===== config.mk =====
export PLATFORM = sky130hd
export DESIGN_NAME = sram_stream_reader
export DESIGN_NICKNAME = d
export VERILOG_FILES = /design/src/rtl/sram_stream_reader.sv
export SDC_FILE = /design/constraint.sdc
export NUM_CORES = 1
export LEC_CHECK = 0
export ABC_AREA = 1
export BUFFER_PORTS_ARGS = -buffer_cell sky130_fd_sc_hd__buf_2
export CAP_MARGIN = 10
export CORE_UTILIZATION = 59
export CTS_BUF_LIST = sky130_fd_sc_hd__clkbuf_4
export CTS_CLUSTER_SIZE = 20
export DETAILED_ROUTE_END_ITERATION = 12
export GPL_TIMING_DRIVEN = 0
export PLACE_DENSITY_LB_ADDON = 0.08
export SYNTH_ARGS = -nofsm -noshare
export SYNTH_HDL_FRONTEND = slang
export SYNTH_SLANG_ARGS = --single-unit

===== constraint.sdc =====
create_clock -name inst_clk -period 11.8 [get_ports inst_clk]
set_input_delay 2.36 -clock inst_clk [delete_from_list [all_inputs] [get_ports inst_clk]]
set_output_delay 2.36 -clock inst_clk [all_outputs]
set_load 0.05 [all_outputs]

===== src/rtl/sram_stream_reader.sv =====
// DMA read channel: walks a descriptor through the SRAM and streams the words out
// over valid/ready, hiding the one-cycle read latency behind a 3-entry buffer.
module sram_stream_reader #(
  parameter int unsigned DATA_W = 64,
  parameter int unsigned ADDR_W = 9
) (
  input  logic              inst_clk,
  input  logic              inst_rst,
  input  logic              cmd_valid,
  output logic              cmd_ready,
  input  logic [ADDR_W-1:0] cmd_addr,
  input  logic [ADDR_W:0]   cmd_len,
  output logic              sram_cs_n,
  output logic              sram_wr_n,
  output logic [ADDR_W-1:0] sram_addr,
  input  logic [DATA_W-1:0] sram_rdata,
  output logic              m_valid,
  input  logic              m_ready,
  output logic [DATA_W-1:0] m_data,
  output logic              m_last,
  output logic              busy,
  output logic              done
);

  localparam int unsigned DEPTH = 3;
  localparam int unsigned PTR_W = 2;
  localparam int unsigned OCC_W = 3;
  localparam int unsigned LEN_W = ADDR_W + 1;

  typedef enum logic [1:0] {IDLE, RUN, DRAIN, DONE} state_t;

  state_t             state;
  logic [ADDR_W-1:0]  addr_q;
  logic [ADDR_W-1:0]  last_addr_q;
  logic [LEN_W-1:0]   remaining_q;
  logic [LEN_W-1:0]   outstanding_q;
  logic               in_flight_q;

  logic [DATA_W-1:0]  buf_q [DEPTH];
  logic [PTR_W-1:0]   head_q;
  logic [PTR_W-1:0]   tail_q;
  logic [PTR_W-1:0]   count_q;

  logic [OCC_W-1:0]   credit_c;
  logic               issue_c;
  logic               pop_c;

  function automatic logic [PTR_W-1:0] ptr_inc(input logic [PTR_W-1:0] p);
    return (p == PTR_W'(DEPTH - 1)) ? '0 : p + PTR_W'(1);
  endfunction

  // A read may only go out if its word is guaranteed a buffer slot on return.
  always_comb begin
    credit_c = OCC_W'(count_q) + OCC_W'(in_flight_q);
    issue_c  = (state == RUN) && (remaining_q != '0) && (credit_c < OCC_W'(DEPTH));
    pop_c    = (count_q != '0) && m_ready;
  end

  assign cmd_ready = (state == IDLE);
  assign busy      = (state != IDLE);
  assign done      = (state == DONE);
  assign sram_wr_n = 1'b1;
  assign sram_cs_n = ~issue_c;
  assign sram_addr = issue_c ? addr_q : last_addr_q;
  assign m_valid   = (count_q != '0);
  assign m_data    = buf_q[head_q];
  assign m_last    = m_valid && (outstanding_q == LEN_W'(1));

  // Transfer sequencing and address/length bookkeeping.
  always_ff @(posedge inst_clk or posedge inst_rst) begin
    if (inst_rst) begin
      state         <= IDLE;
      addr_q        <= '0;
      last_addr_q   <= '0;
      remaining_q   <= '0;
      outstanding_q <= '0;
      in_flight_q   <= 1'b0;
    end else begin
      in_flight_q <= issue_c;
      if (issue_c) begin
        addr_q      <= addr_q + ADDR_W'(1);
        last_addr_q <= addr_q;
        remaining_q <= remaining_q - LEN_W'(1);
      end
      if (pop_c) begin
        outstanding_q <= outstanding_q - LEN_W'(1);
      end
      case (state)
        IDLE: begin
          if (cmd_valid) begin
            addr_q        <= cmd_addr;
            remaining_q   <= cmd_len;
            outstanding_q <= cmd_len;
            state         <= (cmd_len != '0) ? RUN : DONE;
          end
        end
        RUN: begin
          if ((remaining_q == '0) || (issue_c && (remaining_q == LEN_W'(1)))) begin
            state <= DRAIN;
          end
        end
        DRAIN: begin
          if ((outstanding_q == '0) || (pop_c && (outstanding_q == LEN_W'(1)))) begin
            state <= DONE;
          end
        end
        DONE: begin
          state <= IDLE;
        end
        default: begin
          state <= IDLE;
        end
      endcase
    end
  end

  // Read-return buffer; capture is unconditional because issue reserved the slot.
  always_ff @(posedge inst_clk or posedge inst_rst) begin
    if (inst_rst) begin
      head_q  <= '0;
      tail_q  <= '0;
      count_q <= '0;
      for (int i = 0; i < int'(DEPTH); i++) begin
        buf_q[i] <= '0;
      end
    end else begin
      if (in_flight_q) begin
        buf_q[tail_q] <= sram_rdata;
        tail_q        <= ptr_inc(tail_q);
      end
      if (pop_c) begin
        head_q <= ptr_inc(head_q);
      end
      case ({in_flight_q, pop_c})
        2'b10:   count_q <= count_q + PTR_W'(1);
        2'b01:   count_q <= count_q - PTR_W'(1);
        default: count_q <= count_q;
      endcase
    end
  end

endmodule


==> results of run 1 <==
[state kept, by name, indices dropped and copies added (netlist names)]
register,flops
count_q,2
remaining_q,10
outstanding_q,10
last_addr_q,9
in_flight_q,1
buf_q,192
state,2
head_q,2
addr_q,9
tail_q,2
[per-layer routing]
layer  part of all wire (%)  wire length, um
met5                      0                0
met4                    2.4              680
met3                    7.1             2050
met2                     48            13700
met1                     43            12400
[final cells by class]
class	count	area [um2]	area share, %
tap	229	287	2.20
buffer	81	357	2.74
timing repair buffer	166	853	6.55
antenna	4	10.0	0.0768
clock inverter	7	27.5	0.211
sequential	239	5980	45.9
clock buffer	96	721	5.53
multi-input combinational	927	4260	32.7
inverter	139	532	4.08
[tightest hold or removal path, stage by stage, from the launching register on]
cell and delay (ps):
sky130_fd_sc_hd__dfrtp_1 340, sky130_fd_sc_hd__nand2_1 50, sky130_fd_sc_hd__o21ai_0 60
[path summary, 6_finish.rpt]
kind                             start  cells after the start  slack (ps)        endpoint
hold / removal               buf_q[51]                      2         480       buf_q[51]
min in group asynchronous     inst_rst                      2        1890      buf_q[139]
setup reg to reg           in_flight_q                      6        9520  last_addr_q[7]
hold reg to reg              buf_q[51]                      2         480       buf_q[51]
max in group asynchronous     inst_rst                      3        8800      buf_q[117]
setup / recovery           in_flight_q                      7        6320    sram_addr[7]
[logic make-up (layout without fill, tap and decap cells)]
| group | after synthesis | count (layout) | share of synthesized area [%] |
|---|---|---|---|
| buffers and inverters | 220 | 489 | 7.92 |
| AOI/OAI and AO/OA | 224 | 224 | 10.2 |
| xor gates and xnor gates | 14 | 14 | 1.10 |
| and+or+nand+nor | 675 | 675 | 25.5 |
| DFF | 239 | 239 | 53.8 |
| adders and majority gates | 13 | 13 | 1.46 |
| other | 1 | 5 | 0.0337 |
[metrics by stage]
stage / util (%) / instance area [um2] / instances
2_1_floorplan: - / 11100 / 1386
3_3_place_gp: 67.2 / 12200 / 1780
3_5_place_dp: 67.4 / 12300 / 1781
4_1_cts: 71.5 / 13000 / 1884
5_1_grt: 71.5 / 13000 / 1887
6_report: 71.6 / 13000 / 1888
[cell usage in the layout, fill, tap and decap left out]
cell type	n
sky130_fd_sc_hd__nand2_1	444
sky130_fd_sc_hd__dfrtp_1	239
sky130_fd_sc_hd__o21ai_0	209
sky130_fd_sc_hd__buf_2	180
sky130_fd_sc_hd__nand3_1	165
sky130_fd_sc_hd__inv_1	137
sky130_fd_sc_hd__clkbuf_4	96
sky130_fd_sc_hd__clkbuf_1	46
sky130_fd_sc_hd__nor2_1	34
sky130_fd_sc_hd__buf_1	15
sky130_fd_sc_hd__or2_2	14
sky130_fd_sc_hd__ha_1	13
sky130_fd_sc_hd__nand4_1	9
sky130_fd_sc_hd__xor2_1	9
sky130_fd_sc_hd__a21oi_1	8
sky130_fd_sc_hd__xnor2_1	5
sky130_fd_sc_hd__diode_2	4
sky130_fd_sc_hd__buf_6	4
sky130_fd_sc_hd__clkinv_1	4
sky130_fd_sc_hd__nor2_2	3
sky130_fd_sc_hd__nand2_2	3
sky130_fd_sc_hd__o21a_1	2
sky130_fd_sc_hd__o211ai_1	2
sky130_fd_sc_hd__a31oi_1	2
sky130_fd_sc_hd__inv_2	2
sky130_fd_sc_hd__nor2_4	1
sky130_fd_sc_hd__nand3_4	1
sky130_fd_sc_hd__inv_4	1
sky130_fd_sc_hd__nand3b_1	1
sky130_fd_sc_hd__o21bai_1	1
sky130_fd_sc_hd__inv_8	1
sky130_fd_sc_hd__buf_4	1
sky130_fd_sc_hd__conb_1	1
sky130_fd_sc_hd__clkinv_2	1
sky130_fd_sc_hd__buf_16	1
==> summary.txt, run 1 <==
result of the run: finished, final reports clean
worst hold path class: flip-flop to flip-flop
Crit Path Category: flip-flop to output pin
area of the mapped netlist: 0.0111 mm2
Post-Place Setup Slack: 6930 ps
share of the clock period used by the worst path: 46.5%
Max transition margin: 40.3%
combined buffer and inverter count along the critical path: 2
post-detailed-route wirelength per cell: 15.2 um
number of cells upsized or downsized after cts: 0
clock transition at the registers of the reported paths: 60 ps
area share of the largest cell type after synthesis: 53.8%
number of antenna violations at the first check in global routing: 4
Final Hold Fails: 0
core footprint: 0.0182 mm2
instance count of the mapped netlist: 1386
horizontal die dimension: 139 um
maximum number of pins on one net before global-route repair: 126
Post-synth EDFFs: 0
Setup-failing EPs final: 0
Post-Synthesis Mean Instance Area: 8.03 um2
maxcap violations: 0
category of the worst setup path capture point: output pin
cell taking the most area after synthesis: sky130_fd_sc_hd__dfrtp_1
RSZ-0062 raised after global routing: false
count of pins on the block boundary: 167
GRT met3 Usage: 5.85%
post-synthesis async set-or-reset flop share: 100%
CTS sink cnt: 239
vias in the first global route: 10108
Critical Path Fanout Max: 10
post-synthesis to final-layout area growth: 17.1%
Slew @ Worst Pin: 896 ps
H-tree depth: 3
required time worst endpoint: 9440 ps
via count: 10086
clock root buffer: sky130_fd_sc_hd__clkbuf_4
Seq/Total Area, Yosys: 53.8%
arrival time worst endpoint: 3120 ps
global-route wire length before repair: 47900 um
clock network latency to the later pin of the worst-skew pair: 650 ps
post-route minimum period: 5480 ps
setup_tns: 0 ps
Yosys reg bits: 239
CTS Hold Buffers Added: 0
initial core utilization: 61.1%
total die area: 0.0194 mm2
Setup WS post-layout: 6320 ps
Avg Vias per Cell: 5.34
syn nets: 1486
postcts setup bufs: 0
clock tree from TritonCTS: done
Yosys warning count: 0
busiest layer in global routing: met2
dominant register cell in the synthesized netlist: sky130_fd_sc_hd__dfrtp_1
cell row count: 49
All-Layer GR Usage: 31.0%
Setup crit start kind: flip-flop
leading post-synthesis cells by cell area: sky130_fd_sc_hd__dfrtp_1 54%, sky130_fd_sc_hd__nand2_1 15%, sky130_fd_sc_hd__o21ai_0 9.4%, sky130_fd_sc_hd__nand3_1 7.4%, sky130_fd_sc_hd__inv_1 4.7%
Largest stage delay, worst path: 460 ps
number of iterations in the first detailed-routing pass: 5
Critical Path Slowest Stage Cell: sky130_fd_sc_hd__dfrtp_1
share of cells above drive strength 1: 18.7%
height of the chip: 139 um
count of unique library cells instantiated by Yosys: 28
HPWL after detailed placement: 19200 um
cell-by-cell listing of the critical path: ha_1 -> ha_1 -> a21oi_1 -> nand3_4 -> buf_2 -> o21ai_0 -> buf_2
total number of nets in the final design: 1720
Remaining DRCs: 0
top cell types by occurrence after synthesis: 444 x sky130_fd_sc_hd__nand2_1, 239 x sky130_fd_sc_hd__dfrtp_1, 209 x sky130_fd_sc_hd__o21ai_0
cell with the most instances after synthesis: sky130_fd_sc_hd__nand2_1
residual overflow from global routing: 0
Slew Limit Fails: 0
Clock Path Buffers: 3
residual antenna-violating net count after detailed routing: 0
Port Buffers: 165
final RePlAce weighted congestion: 0.837
Worst path top cell family by delay: compound AO/OA/AOI/OAI gates
CTS buffer count: 66
maximum clock frequency: 0.182 GHz
met2 layer usage reported by global route: 50.6%
iteration-0 DRC count of the detailed router: 640
Hold Worst Slack: 480 ps
Filler Cells Inserted: 1547
met1 layer usage reported by global route: 41.4%
post-route clock skew: 30.9 ps
routed wire length: 28800 um
Power of run 1 is not shown: default switching activity piles up to over one toggle a cycle in this logic, so the estimate is an artifact.
==> run 2: changes to the inputs <==
Settings changed: CORE_UTILIZATION 59 to 53.
Clock period 11.8 ns to 4.4 ns, I/O delays scaled along.
==> summary.txt, run 2 (same netlist as run 1, synthesis figures left out) <==
result of the run: finished, final reports clean
initial core utilization: 54.5% (-6.6 points)
RR Startpoint: in_flight_q
Crit Path Category: flip-flop to output pin
Avg Vias per Cell: 5.16 (-3.4%)
Setup crit start kind: flip-flop
number of cells upsized or downsized after cts: 0 (unchanged)
share of cells above drive strength 1: 19.2% (+0.50 points)
CTS buffer count: 67 (+1.5%)
RSZ-0062 raised after global routing: false
residual overflow from global routing: 0 (unchanged)
Register-to-Register Path Depth: 6 (unchanged)
commonest non-fill, non-tap cell in the layout: sky130_fd_sc_hd__nand2_1
routed wire length: 28900 um (+0.49%)
post-detailed-route wirelength per cell: 14.9 um (-2.0%)
clock transition at the registers of the reported paths: 60 ps (about the same)
maxcap violations: 0 (unchanged)
global-route wire length before repair: 48200 um (+0.55%)
Post-Place Setup Slack: 982 ps (-5950 ps)
number of iterations in the first detailed-routing pass: 5 (unchanged)
number of antenna violations at the first check in global routing: 2 (-2)
post-route clock skew: 42.5 ps (+11.6 ps)
post-synthesis to final-layout area growth: 18.7%
arrival time worst endpoint: 3170 ps (+50 ps)
horizontal die dimension: 147 um (+5.4%)
total number of nets in the final design: 1726 (+0.35%)
count of pins on the block boundary: 167 (unchanged)
post-route minimum period: 4050 ps
vias in the first global route: 9843 (-2.6%)
share of the clock period used by the worst path: 92.0%
Critical Path Fanout Max: 10 (unchanged)
cell row count: 52 (+6.1%)
CTS Hold Buffers Added: 0 (unchanged)
maximum clock frequency: 0.247 GHz
HPWL after detailed placement: 19700 um (+2.7%)
clock root buffer: sky130_fd_sc_hd__clkbuf_4
H-tree depth: 3 (unchanged)
postcts setup bufs: 0 (unchanged)
via count: 9990 (-0.95%)
commonest cells after routing, fill and taps aside: 444 x sky130_fd_sc_hd__nand2_1, 239 x sky130_fd_sc_hd__dfrtp_1, 209 x sky130_fd_sc_hd__o21ai_0
top register by number of flip-flops: buf_q
total die area: 0.0216 mm2 (+11%)
Slew Limit Fails: 0 (unchanged)
maximum number of pins on one net before global-route repair: 43 (-66%)
setup slack on the worst flop-to-flop path: 2090 ps (-7430 ps)
Max transition margin: 53.8% (+14 points)
Final Hold Fails: 0 (unchanged)
core footprint: 0.0204 mm2 (+12%)
CTS sink cnt: 239 (unchanged)
Hold Worst Slack: 333 ps (-147 ps)
r2r endpoint: last_addr_q[7]
clock tree from TritonCTS: done
residual antenna-violating net count after detailed routing: 0 (unchanged)
registers with the most flip-flops: buf_q (192), outstanding_q (10), remaining_q (10)
Setup WS post-layout: 350 ps (-5970 ps)
Layout Cell Area excl Fill: 0.0132 mm2 (+1.4%)
Clock Path Buffers: 3 (unchanged)
Slew @ Worst Pin: 691 ps (-205 ps)
required time worst endpoint: 3520 ps (-5920 ps)
iteration-0 DRC count of the detailed router: 629 (-1.7%)
worst hold path class: primary input to asynchronous set/reset pin
Largest register FFs: 192 (unchanged)
All-Layer GR Usage: 28.1% (-2.9 points)
Setup-failing EPs final: 0 (unchanged)
Port Buffers: 165 (unchanged)
height of the chip: 147 um (+5.4%)
category of the worst setup path capture point: output pin
clock network latency to the later pin of the worst-skew pair: 660 ps (about the same)
final RePlAce weighted congestion: 0.827 (-1.3%)
Filler Cells Inserted: 1868 (+21%)
placed instance area: 0.0124 mm2 (+1.1%)
Remaining DRCs: 0 (unchanged)
-- run 2: cell types whose count changed in the layout (fill, tap and decap cells not counted), sizes merged --
cell      delta
diode        -2
clkinvlp     +1
inv          -3
buf          +5
clkbuf       +8
clkinv       -2
-- run 2: worst max-delay path, stage by stage, from the launching register on --
cell                      delay [ps]
sky130_fd_sc_hd__dfrtp_1         450
sky130_fd_sc_hd__ha_1            240
sky130_fd_sc_hd__ha_1            260
sky130_fd_sc_hd__a21oi_1         500
sky130_fd_sc_hd__nand3_4         220
sky130_fd_sc_hd__buf_2           240
sky130_fd_sc_hd__o21ai_0         300
sky130_fd_sc_hd__buf_2           330
-- run 2: per-layer routing --
metal	global-route usage [%]	routed length [um]	vias to the layer above	part of all wire, %
met1	39.2	13000	4671	45
met3	5.75	1930	58	6.7
met5	0	0	-	0
met4	10.5	626	0	2.2
li1	-	-	4925	-
met2	43.5	13300	336	46
-- run 2: layout make-up --
class | instances | area, um2 | area share, %
Antenna cell | 2 | 5.00 | 0.0379
Buffer | 81 | 357 | 2.70
Clock buffer | 104 | 781 | 5.91
Clock inverter | 3 | 11.3 | 0.0853
Inverter | 139 | 528 | 4.00
Multi-Input combinational cell | 927 | 4260 | 32.3
Sequential cell | 239 | 5980 | 45.3
Tap cell | 270 | 338 | 2.56
Timing Repair Buffer | 171 | 946 | 7.16
-- run 2: metrics by stage --
step / util, % / TNS [ps] / instances
after floorplan: - / 0 / 1386
final: 64.7 / 0 / 1936
after CTS: 64.6 / 0 / 1934
after detailed placement: 60.8 / 0 / 1827
after global placement: 60.2 / -261060 / 1821
after global routing: 64.6 / 0 / 1935
-- run 2: worst max path at each step --
stage                           start           end  slack, ps  depth (start not counted)
after global routing      in_flight_q  sram_addr[7]        110                          7
after global placement       inst_rst    buf_q[145]      -1110                          2
after detailed placement  in_flight_q  sram_addr[7]        980                          7
after CTS                 in_flight_q  sram_addr[7]        310                          7
after floorplan              inst_rst     addr_q[0]        390                          1
final                     in_flight_q  sram_addr[7]        350                          7
Power of run 2 is left out for the same reason.
